<file path="src/rtl/msk_share_encoder_pkg.sv">
// Shared types and helpers for the share encoder.
// Contents: FSM state encoding and the beat-counter width helper.
package msk_share_encoder_pkg;

  // Encoder FSM states
  typedef enum logic [1:0] {
    ST_IDLE    = 2'd0,
    ST_GATHER  = 2'd1,
    ST_COMBINE = 2'd2,
    ST_OUT     = 2'd3
  } state_e;

  // Beat counter width: clog2 of the beat count, never narrower than one bit
  function automatic int unsigned cnt_width(input int unsigned beats);
    return (beats <= 1) ? 1 : $clog2(beats);
  endfunction

endpackage

</file>
<file path="src/rtl/msk_share_encoder_if.sv">
// Stream bundle of the share encoder: word input, randomness input, sharing output.
// slave  : encoder side (consumes in/rnd, produces out)
// master : producer/consumer side (drives in/rnd, accepts out)
interface msk_share_encoder_if #(
  parameter int unsigned D  = 2,
  parameter int unsigned W  = 8,
  parameter int unsigned RW = 8
);
  logic [W-1:0]   in_data;
  logic           in_valid;
  logic           in_ready;
  logic [RW-1:0]  rnd;
  logic           rnd_valid;
  logic           rnd_ready;
  logic [D*W-1:0] out_shares;
  logic           out_valid;
  logic           out_ready;

  modport slave (
    input  in_data, in_valid, rnd, rnd_valid, out_ready,
    output in_ready, rnd_ready, out_shares, out_valid
  );

  modport master (
    output in_data, in_valid, rnd, rnd_valid, out_ready,
    input  in_ready, rnd_ready, out_shares, out_valid
  );
endinterface

</file>
<file path="src/rtl/msk_share_encoder_rnd_gather.sv">
// Randomness gather buffer: collects B beats of RW random bits into one register.
// clk, rst_n : clock, synchronous active-low reset
// clr_i      : zero the buffer and the beat counter
// we_i       : store rnd_i at the current beat slot and advance
// rnd_i      : random beat
// rnd_buf_o  : gathered randomness, beat b at [b*RW +: RW]
// last_c_o   : current slot is the final beat
module msk_share_encoder_rnd_gather
  import msk_share_encoder_pkg::*;
#(
  parameter int unsigned RW = 8,
  parameter int unsigned B  = 1
) (
  input  logic            clk,
  input  logic            rst_n,
  input  logic            clr_i,
  input  logic            we_i,
  input  logic [RW-1:0]   rnd_i,
  output logic [RW*B-1:0] rnd_buf_o,
  output logic            last_c_o
);

  localparam int unsigned CW    = cnt_width(B);
  localparam int unsigned BUF_W = RW * B;

  logic [CW-1:0]    cnt_q, cnt_d;
  logic [BUF_W-1:0] buf_q, buf_d;

  // State registers
  always_ff @(posedge clk) begin
    if (!rst_n) begin
      cnt_q <= '0;
      buf_q <= '0;
    end else begin
      cnt_q <= cnt_d;
      buf_q <= buf_d;
    end
  end

  // Slot write and counter advance; the counter holds on the last beat so it never wraps
  always_comb begin
    cnt_d = cnt_q;
    buf_d = buf_q;
    if (clr_i) begin
      cnt_d = '0;
      buf_d = '0;
    end else if (we_i) begin
      for (int unsigned b = 0; b < B; b++) begin
        if (cnt_q == CW'(b)) buf_d[b*RW +: RW] = rnd_i;
      end
      if (!last_c_o) cnt_d = cnt_q + CW'(1);
    end
  end

  assign last_c_o  = (cnt_q == CW'(B - 1));
  assign rnd_buf_o = buf_q;

endmodule

</file>
<file path="src/rtl/msk_share_encoder.sv">
// Boolean share encoder: turns an unmasked W-bit word into a D-share sharing
// using (D-1)*W gathered random bits. Share i>0 is the i-th random word;
// share 0 is the word XOR all random words, computed only once all beats are in.
// clk, rst_n : clock, synchronous active-low reset
// bus        : in (word), rnd (randomness beats), out (registered sharing)
module msk_share_encoder
  import msk_share_encoder_pkg::*;
#(
  parameter int unsigned D  = 2,
  parameter int unsigned W  = 8,
  parameter int unsigned RW = 8
) (
  input  logic                clk,
  input  logic                rst_n,
  msk_share_encoder_if.slave  bus
);

  localparam int unsigned NRND = (D - 1) * W;
  localparam int unsigned B    = NRND / RW;

  // Elaboration guard on the parameter set
  if ((D < 2) || ((NRND % RW) != 0) || (B == 0)) begin : g_bad_params
    $error("msk_share_encoder: need D >= 2 and (D-1)*W a nonzero multiple of RW");
  end

  state_e           state_q, state_d;
  logic [W-1:0]     data_q, data_d;
  logic [D*W-1:0]   shares_q, shares_d;
  logic [NRND-1:0]  rnd_buf;
  logic             rnd_last_c;
  logic             gather_we_c;
  logic             gather_clr_c;
  logic [W-1:0]     share0_c;
  logic [D*W-1:0]   combine_c;

  msk_share_encoder_rnd_gather #(
    .RW (RW),
    .B  (B)
  ) u_gather (
    .clk       (clk),
    .rst_n     (rst_n),
    .clr_i     (gather_clr_c),
    .we_i      (gather_we_c),
    .rnd_i     (bus.rnd),
    .rnd_buf_o (rnd_buf),
    .last_c_o  (rnd_last_c)
  );

  // State, word and sharing registers
  always_ff @(posedge clk) begin
    if (!rst_n) begin
      state_q  <= ST_IDLE;
      data_q   <= '0;
      shares_q <= '0;
    end else begin
      state_q  <= state_d;
      data_q   <= data_d;
      shares_q <= shares_d;
    end
  end

  // Share-0 XOR tree over registered operands only
  always_comb begin
    share0_c = data_q;
    for (int unsigned i = 0; i < D - 1; i++) begin
      share0_c = share0_c ^ rnd_buf[i*W +: W];
    end
  end

  // Random words land directly as shares 1..D-1
  assign combine_c = {rnd_buf, share0_c};

  // Next-state and datapath control
  always_comb begin
    state_d      = state_q;
    data_d       = data_q;
    shares_d     = shares_q;
    gather_we_c  = 1'b0;
    gather_clr_c = 1'b0;
    case (state_q)
      ST_IDLE: begin
        if (bus.in_valid) begin
          data_d       = bus.in_data;
          gather_clr_c = 1'b1;
          state_d      = ST_GATHER;
        end
      end
      ST_GATHER: begin
        if (bus.rnd_valid) begin
          gather_we_c = 1'b1;
          if (rnd_last_c) state_d = ST_COMBINE;
        end
      end
      ST_COMBINE: begin
        shares_d = combine_c;
        state_d  = ST_OUT;
      end
      ST_OUT: begin
        // Scrub secrets on release; the presented sharing is left in place
        if (bus.out_ready) begin
          data_d       = '0;
          gather_clr_c = 1'b1;
          state_d      = ST_IDLE;
        end
      end
      default: state_d = ST_IDLE;
    endcase
  end

  // Handshake outputs are pure decodes of the state register
  assign bus.in_ready   = (state_q == ST_IDLE);
  assign bus.rnd_ready  = (state_q == ST_GATHER);
  assign bus.out_valid  = (state_q == ST_OUT);
  assign bus.out_shares = shares_q;

endmodule

</file>
<file path="src/flat_wrapper.sv">
// flat-port wrapper written by rule: the top's interface ports become plain ports
module msk_share_encoder_flat import msk_share_encoder_pkg::*;
#(
  parameter int unsigned D  = 2,
  parameter int unsigned W  = 8,
  parameter int unsigned RW = 8
)
  (clk, rst_n, bus_in_data, bus_in_valid, bus_rnd, bus_rnd_valid, bus_out_ready, bus_in_ready, bus_rnd_ready, bus_out_shares, bus_out_valid);
  msk_share_encoder_if #(.D(D), .W(W), .RW(RW)) bus_i ();
  input  logic clk;
  input  logic rst_n;
  input wire logic [$bits(bus_i.in_data)-1:0] bus_in_data;
  input wire logic [$bits(bus_i.in_valid)-1:0] bus_in_valid;
  input wire logic [$bits(bus_i.rnd)-1:0] bus_rnd;
  input wire logic [$bits(bus_i.rnd_valid)-1:0] bus_rnd_valid;
  input wire logic [$bits(bus_i.out_ready)-1:0] bus_out_ready;
  output wire logic [$bits(bus_i.in_ready)-1:0] bus_in_ready;
  output wire logic [$bits(bus_i.rnd_ready)-1:0] bus_rnd_ready;
  output wire logic [$bits(bus_i.out_shares)-1:0] bus_out_shares;
  output wire logic [$bits(bus_i.out_valid)-1:0] bus_out_valid;
  assign bus_i.in_data = bus_in_data;
  assign bus_i.in_valid = bus_in_valid;
  assign bus_i.rnd = bus_rnd;
  assign bus_i.rnd_valid = bus_rnd_valid;
  assign bus_i.out_ready = bus_out_ready;
  assign bus_in_ready = bus_i.in_ready;
  assign bus_rnd_ready = bus_i.rnd_ready;
  assign bus_out_shares = bus_i.out_shares;
  assign bus_out_valid = bus_i.out_valid;
  msk_share_encoder #(.D(D), .W(W), .RW(RW)) u_core (.clk(clk), .rst_n(rst_n), .bus(bus_i));
endmodule
</file>
<file path="config.mk">
export PLATFORM = sky130hd
export DESIGN_NAME = msk_share_encoder_flat
export DESIGN_NICKNAME = d
export VERILOG_FILES = /design/src/rtl/msk_share_encoder_pkg.sv /design/src/rtl/msk_share_encoder_if.sv /design/src/rtl/msk_share_encoder_rnd_gather.sv /design/src/rtl/msk_share_encoder.sv /design/src/flat_wrapper.sv
export SDC_FILE = /design/constraint.sdc
export NUM_CORES = 1
export LEC_CHECK = 0
export CAP_MARGIN = 20
export CORE_MARGIN = 2
export CORE_UTILIZATION = 53
export CTS_BUF_LIST = sky130_fd_sc_hd__clkbuf_4
export DETAILED_ROUTE_END_ITERATION = 7
export GPL_TIMING_DRIVEN = 0
export PLACE_DENSITY_LB_ADDON = 0.2
export SLEW_MARGIN = 0
export SYNTH_ARGS = -nofsm -noshare
export SYNTH_HDL_FRONTEND = slang
export SYNTH_SLANG_ARGS = --single-unit
</file>
<file path="constraint.sdc">
create_clock -name clk -period 3.7 [get_ports clk]
set_input_delay 0.555 -clock clk [delete_from_list [all_inputs] [get_ports clk]]
set_output_delay 0.555 -clock clk [all_outputs]
set_load 0.005 [all_outputs]
</file>
# Yosys cells after proc, flatten, opt, wreduce, memory -nomap -nowiden
# Index checks and enable logic that the tools add are counted.
[totals]
output_inout_bits = 19
reg_bits = 35
elab_cells = 36
input_bits = 21
[op_classes]
add_sub_neg = 1
n_eq_ne = 7
mux = 14
bitwise_logic = 3
n_reduce_logical = 6
[op_table]
columns = ["operator", "n"]
rows = [
  ["2-to-1 mux 8 bit", 2],
  ["one-hot mux 8 bit (2 select lines)", 1],
  ["2-to-1 mux 2 bit", 4],
  ["!= test 2 bit (second input constant)", 4],
  ["one-hot mux 2 bit (4 select lines)", 1],
  ["bitwise XOR 8 bit", 1],
  ["2-to-1 mux 1 bit", 5],
  ["== test 2 bit (second input constant)", 2],
  ["AND reduction 4 bit", 1],
  ["AND reduction 3 bit", 1],
  ["== test 2 x 1 -> 1 bit (second input constant)", 1],
  ["zero test 2 bit", 1],
  ["inverter 1 bit", 2],
  ["one-hot mux 1 bit (2 select lines)", 1],
  ["AND reduction 2 bit", 1],
  ["nonzero test 2 bit", 1],
  ["OR reduction 2 bit", 1],
  ["adder 1 bit (second input constant)", 1],
]

# Longest topological paths before layout
[depth]
depth_word = 3
ltp_mapped = 7
mapped_depth_nobuf = 5

# Hierarchy
# From an unflattened synthesis, not the netlist that was laid out.
[unflattened]
cells_unflattened = 150
area_unflattened_um2 = 1540.2
[by_module_without_submodules]
columns = ["module", "n_inst", "cells_each", "seq_area_each_um2", "area_each_um2"]
rows = [
  ["msk_share_encoder", 1, 121, 520.5, 1236.2],
  ["msk_share_encoder_rnd_gather", 1, 29, 160.2, 304.0],
]

# Least setup slack after synthesis
# Ideal clock, no wire load.
[synth_path]
path_type = "reg2reg"
startpoint = "reg u_core.state_q[0]"
endpoint = "reg u_core.shares_q[0] (netlist: u_core.bus.out_shares[0])"
synth_period_minus_slack_ns = 1.423
stages_incl_launch_ff = 7
t_required_ns = 3.584
arrival_time_ns = 1.307
slack_ns = 2.277
path_buffers = 3
setup_ns = 0.116
path_cell_list = "dfxtp_1 -> inv_1 -> ha_1 -> buf_4 -> buf_6 -> buf_2 -> o211a_1"
[synth_between]
elab_chain_cells = 1
[synth_lines]
columns = ["item", "line", "source"]
rows = [
  ["start, declared", "msk_share_encoder.sv:26", "state_e state_q, state_d;"],
  ["start signal, assigned", "msk_share_encoder.sv:56", "state_q <= state_d;"],
  ["== test 2 bit", "msk_share_encoder.sv:80", "case (state_q)"],
  ["end signal, assigned", "msk_share_encoder.sv:58", "shares_q <= shares_d;"],
  ["end, declared", "msk_share_encoder.sv:28", "logic [D*W-1:0] shares_q, shares_d;"],
]
# No other way between the ends.
# A chain may end at the register's enable or synchronous reset.

# Worst setup path after layout
[layout_path]
startpoint = "reg u_core.state_q[0]"
endpoint = "out bus_out_valid"
[layout_between]
elab_chain_cells = 1
[layout_lines]
columns = ["item", "line", "source"]
rows = [
  ["== test 2 bit", "msk_share_encoder.sv:113", "assign bus.out_valid = (state_q == ST_OUT);"],
  ["end, declared", "flat_wrapper.sv:20", "output wire logic [$bits(bus_i.out_valid)-1:0] bus_out_valid;"],
]
# No other way between the ends.

==> results.py <==
metrics = {
    "outcome": {
        "status": "complete, no violations",
    },
    "clocking": {
        "hold_buffers": 0,
        "clk_latency_ns": 0.34,
        "cts-htree-levels": 2,
        "post_cts_buffers": 0,
        "cts_tree": "yes",
        "cts_resized": 0,
        "cts_sinks": 34,
        "numCtsBuffers": 5,
        "cts-root-buf": "clkbuf_4",
        "clkSlewWorstSetupHoldPaths_ns": 0.10,
        "clockBufferDepth": 2,
    },
    "synthesis": {
        "synth_top_area_frac": 0.447,
        "yosysWarnings": 0,
        "synth_area_leaders": "dfxtp_1 45%, mux2i_1 12%, nand2_1 7.6%",
        "synth_nets": 182,
        "synthCells": 155,
        "syn_area_per_cell_sq_um": 9.83,
        "synth_cell_types": 21,
        "yosys.area.top_type": "dfxtp_1",
        "ys_ff_latch": 34,
        "syn_area_sq_mm": 0.00152,
        "seq_area_frac_synth": 0.447,
    },
    "setup_path": {
        "crit_fanout": 8,
        "crit_path_start_kind": "register",
        "cp_cell_sequence": "ha_1 > clkdlybuf4s50_1",
        "cp_top_family": "buffers and inverters",
        "critPathMaxStageDelay_ns": 0.55,
        "cp-end-kind": "output port",
        "critPathKind": "reg2out",
        "crit_arrival_ns": 1.66,
        "worstPathRequired_ns": 3.14,
        "slowest_stage": "clkdlybuf4s50_1",
        "crit_buf_inv": 1,
    },
    "detailed_routing": {
        "wl_per_cell_microns": 13.8,
        "vias_per_cell": 5.21,
        "vias": 1192,
        "ant_nets": 0,
        "first_pass_iters": 4,
        "routed_wl_mm": 3.17,
        "drc": 0,
        "initialDrtViolationCount": 34,
    },
    "placement": {
        "dpl-instance-area_sq_mm": 0.00193,
        "io_buffers": 37,
        "dp_slack_ns": 1.83,
        "dp_hpwl_mm": 2.44,
        "gp_congestion": 0.806,
    },
    "finish": {
        "diodes": 0,
        "drive_gt1_frac": 0.0808,
        "fin_nets": 226,
        "areaGrowthSynthToFinish_pct": 29.6,
        "fin_area_sq_mm": 0.00197,
    },
    "pwr": {
        "leakage_uw": 0.000791,
        "switching_share": 0.340,
        "p_sw_uw": 393,
        "power-per-cell-area_mw_per_mm2": 587,
        "combinationalPowerShare": 0.412,
        "seq_power_share": 0.432,
        "vdd_drop_max_mv": 0.474,
        "p_int_uw": 765,
        "pwr-share-clk": 0.157,
    },
    "grt": {
        "overflow": 0,
        "grt_max_degree": 11,
        "grt_antenna_before_repair": 0,
        "grt_use_total": 0.211,
        "grt_pass1_vias": 1182,
        "grt_pass1_wl_mm": 5.11,
    },
    "die": {
        "rows": 19,
        "core_sq_mm": 0.00273,
        "die_w_microns": 57.6,
        "dieArea_sq_mm": 0.00332,
        "io_pins": 40,
        "start_util": 0.557,
        "die_h_microns": 57.6,
    },
    "timing": {
        "period_share": 0.598,
        "hold_slack_ns": 0.482,
        "finalCriticalPeriod_ns": 2.21,
        "worstMarginPinSlew_ns": 0.396,
        "finalMaxSlewViolations": 0,
        "setup_slack_ns": 1.49,
        "fin_tns_setup_ns": 0,
        "rsz0062_at_grt": "false",
        "hold_violations": 0,
        "final-setup-viol-count": 0,
        "fmax_mhz": 452,
        "max_slew_margin": 0.736,
        "finalClockSkew_ns": 0.0115,
    },
    "worst_hold_path": {
        "hold_path_class": "reg2reg",
    },
    "job": {
        "max-cap-violations": 0,
    },
}
-- Yosys cell counts --
library cell  instances
dfxtp_1              34
nand2_1              31
mux2i_1              19
nor2b_1               9
a21oi_1               8
nand3_1               8
o211a_1               8
xnor2_1               8
ha_1                  6
nand3b_1              5
inv_1                 4
buf_2                 3
buf_6                 3
buf_4                 2
a221oi_2              1
a22oi_1               1
and2b_1               1
clkbuf_1              1
nor2_4                1
o21ai_0               1
o21ai_2               1
-- cell usage in the layout, fill, tap and decap left out, drive strengths merged --
cell type	instances
a21oi	8
a221oi	1
a22oi	1
and2b	1
buf	8
clkbuf	6
clkdlybuf4s50	37
clkinv	1
dfxtp	34
ha	6
inv	4
mux2i	19
nand2	31
nand3	8
nand3b	5
nor2	1
nor2b	9
o211a	8
o21ai	2
xnor2	8
-- per-layer routing --
layer / GRT usage / wire (microns) / up-vias
li1: - / - / 605
met1: 0.231 / 1370 / 548
met2: 0.352 / 1560 / 35
met3: 0.0982 / 212 / 4
met4: 0.0864 / 32 / 0
met5: 0 / 0 / -
-- cells by family (layout without fill, tap and decap cells) --
family / Yosys count / after routing / share of synthesized area
AOI/OAI and AO/OA: 20 / 20 / 0.103
xor gates and xnor gates: 8 / 8 / 0.0460
adders and majority gates: 6 / 6 / 0.0493
buffers and inverters: 13 / 56 / 0.0542
DFF: 34 / 34 / 0.447
muxes: 19 / 19 / 0.125
and+or+nand+nor: 55 / 55 / 0.177
-- worst paths after layout --
path,cells after the start,endpoint,startpoint,slack (ns)
worst min register to register,1,u_core.bus.out_shares[2],u_core.bus.out_shares[2],0.48
worst max-delay path,2,bus_out_valid,u_core.state_q[0],1.49
worst min-delay path,1,u_core.bus.out_shares[2],u_core.bus.out_shares[2],0.48
worst max register to register,5,u_core.state_q[0],u_core.state_q[1],2.08
-- state kept, by name, indices dropped and copies added, names as in the netlist --
register,count
u_core.u_gather.rnd_buf_o,8
u_core.bus.out_shares,16
u_core.state_q,2
u_core.data_q,8
-- power by group through the flow --
stage	logic, uW	clock network (uW)	registers, uW
after floorplan	305	0	497
after global placement	462	0	502
after detailed placement	478	0	508
after CTS	480	184	499
after global routing	520	204	509
final	477	181	500
-- layout make-up --
type / instances / area, sq um
clock inverter: 1 / 3.75
multi-input combinational: 108 / 761
inverter: 4 / 15.0
fill: 213 / 759
timing repair buffer: 37 / 370
clock buffer: 5 / 37.5
tap: 31 / 38.8
buffer: 9 / 67.6
sequential: 34 / 681
-- through the flow --
stage                     cells  utilization  total power, uW
after detailed placement    223        0.707              987
after global routing        229        0.722             1230
after global placement      223        0.707              964
final                       229        0.722             1160
after CTS                   229        0.722             1160
after floorplan             155            -              803
No activity file was read; power rests on OpenSTA's default activity.
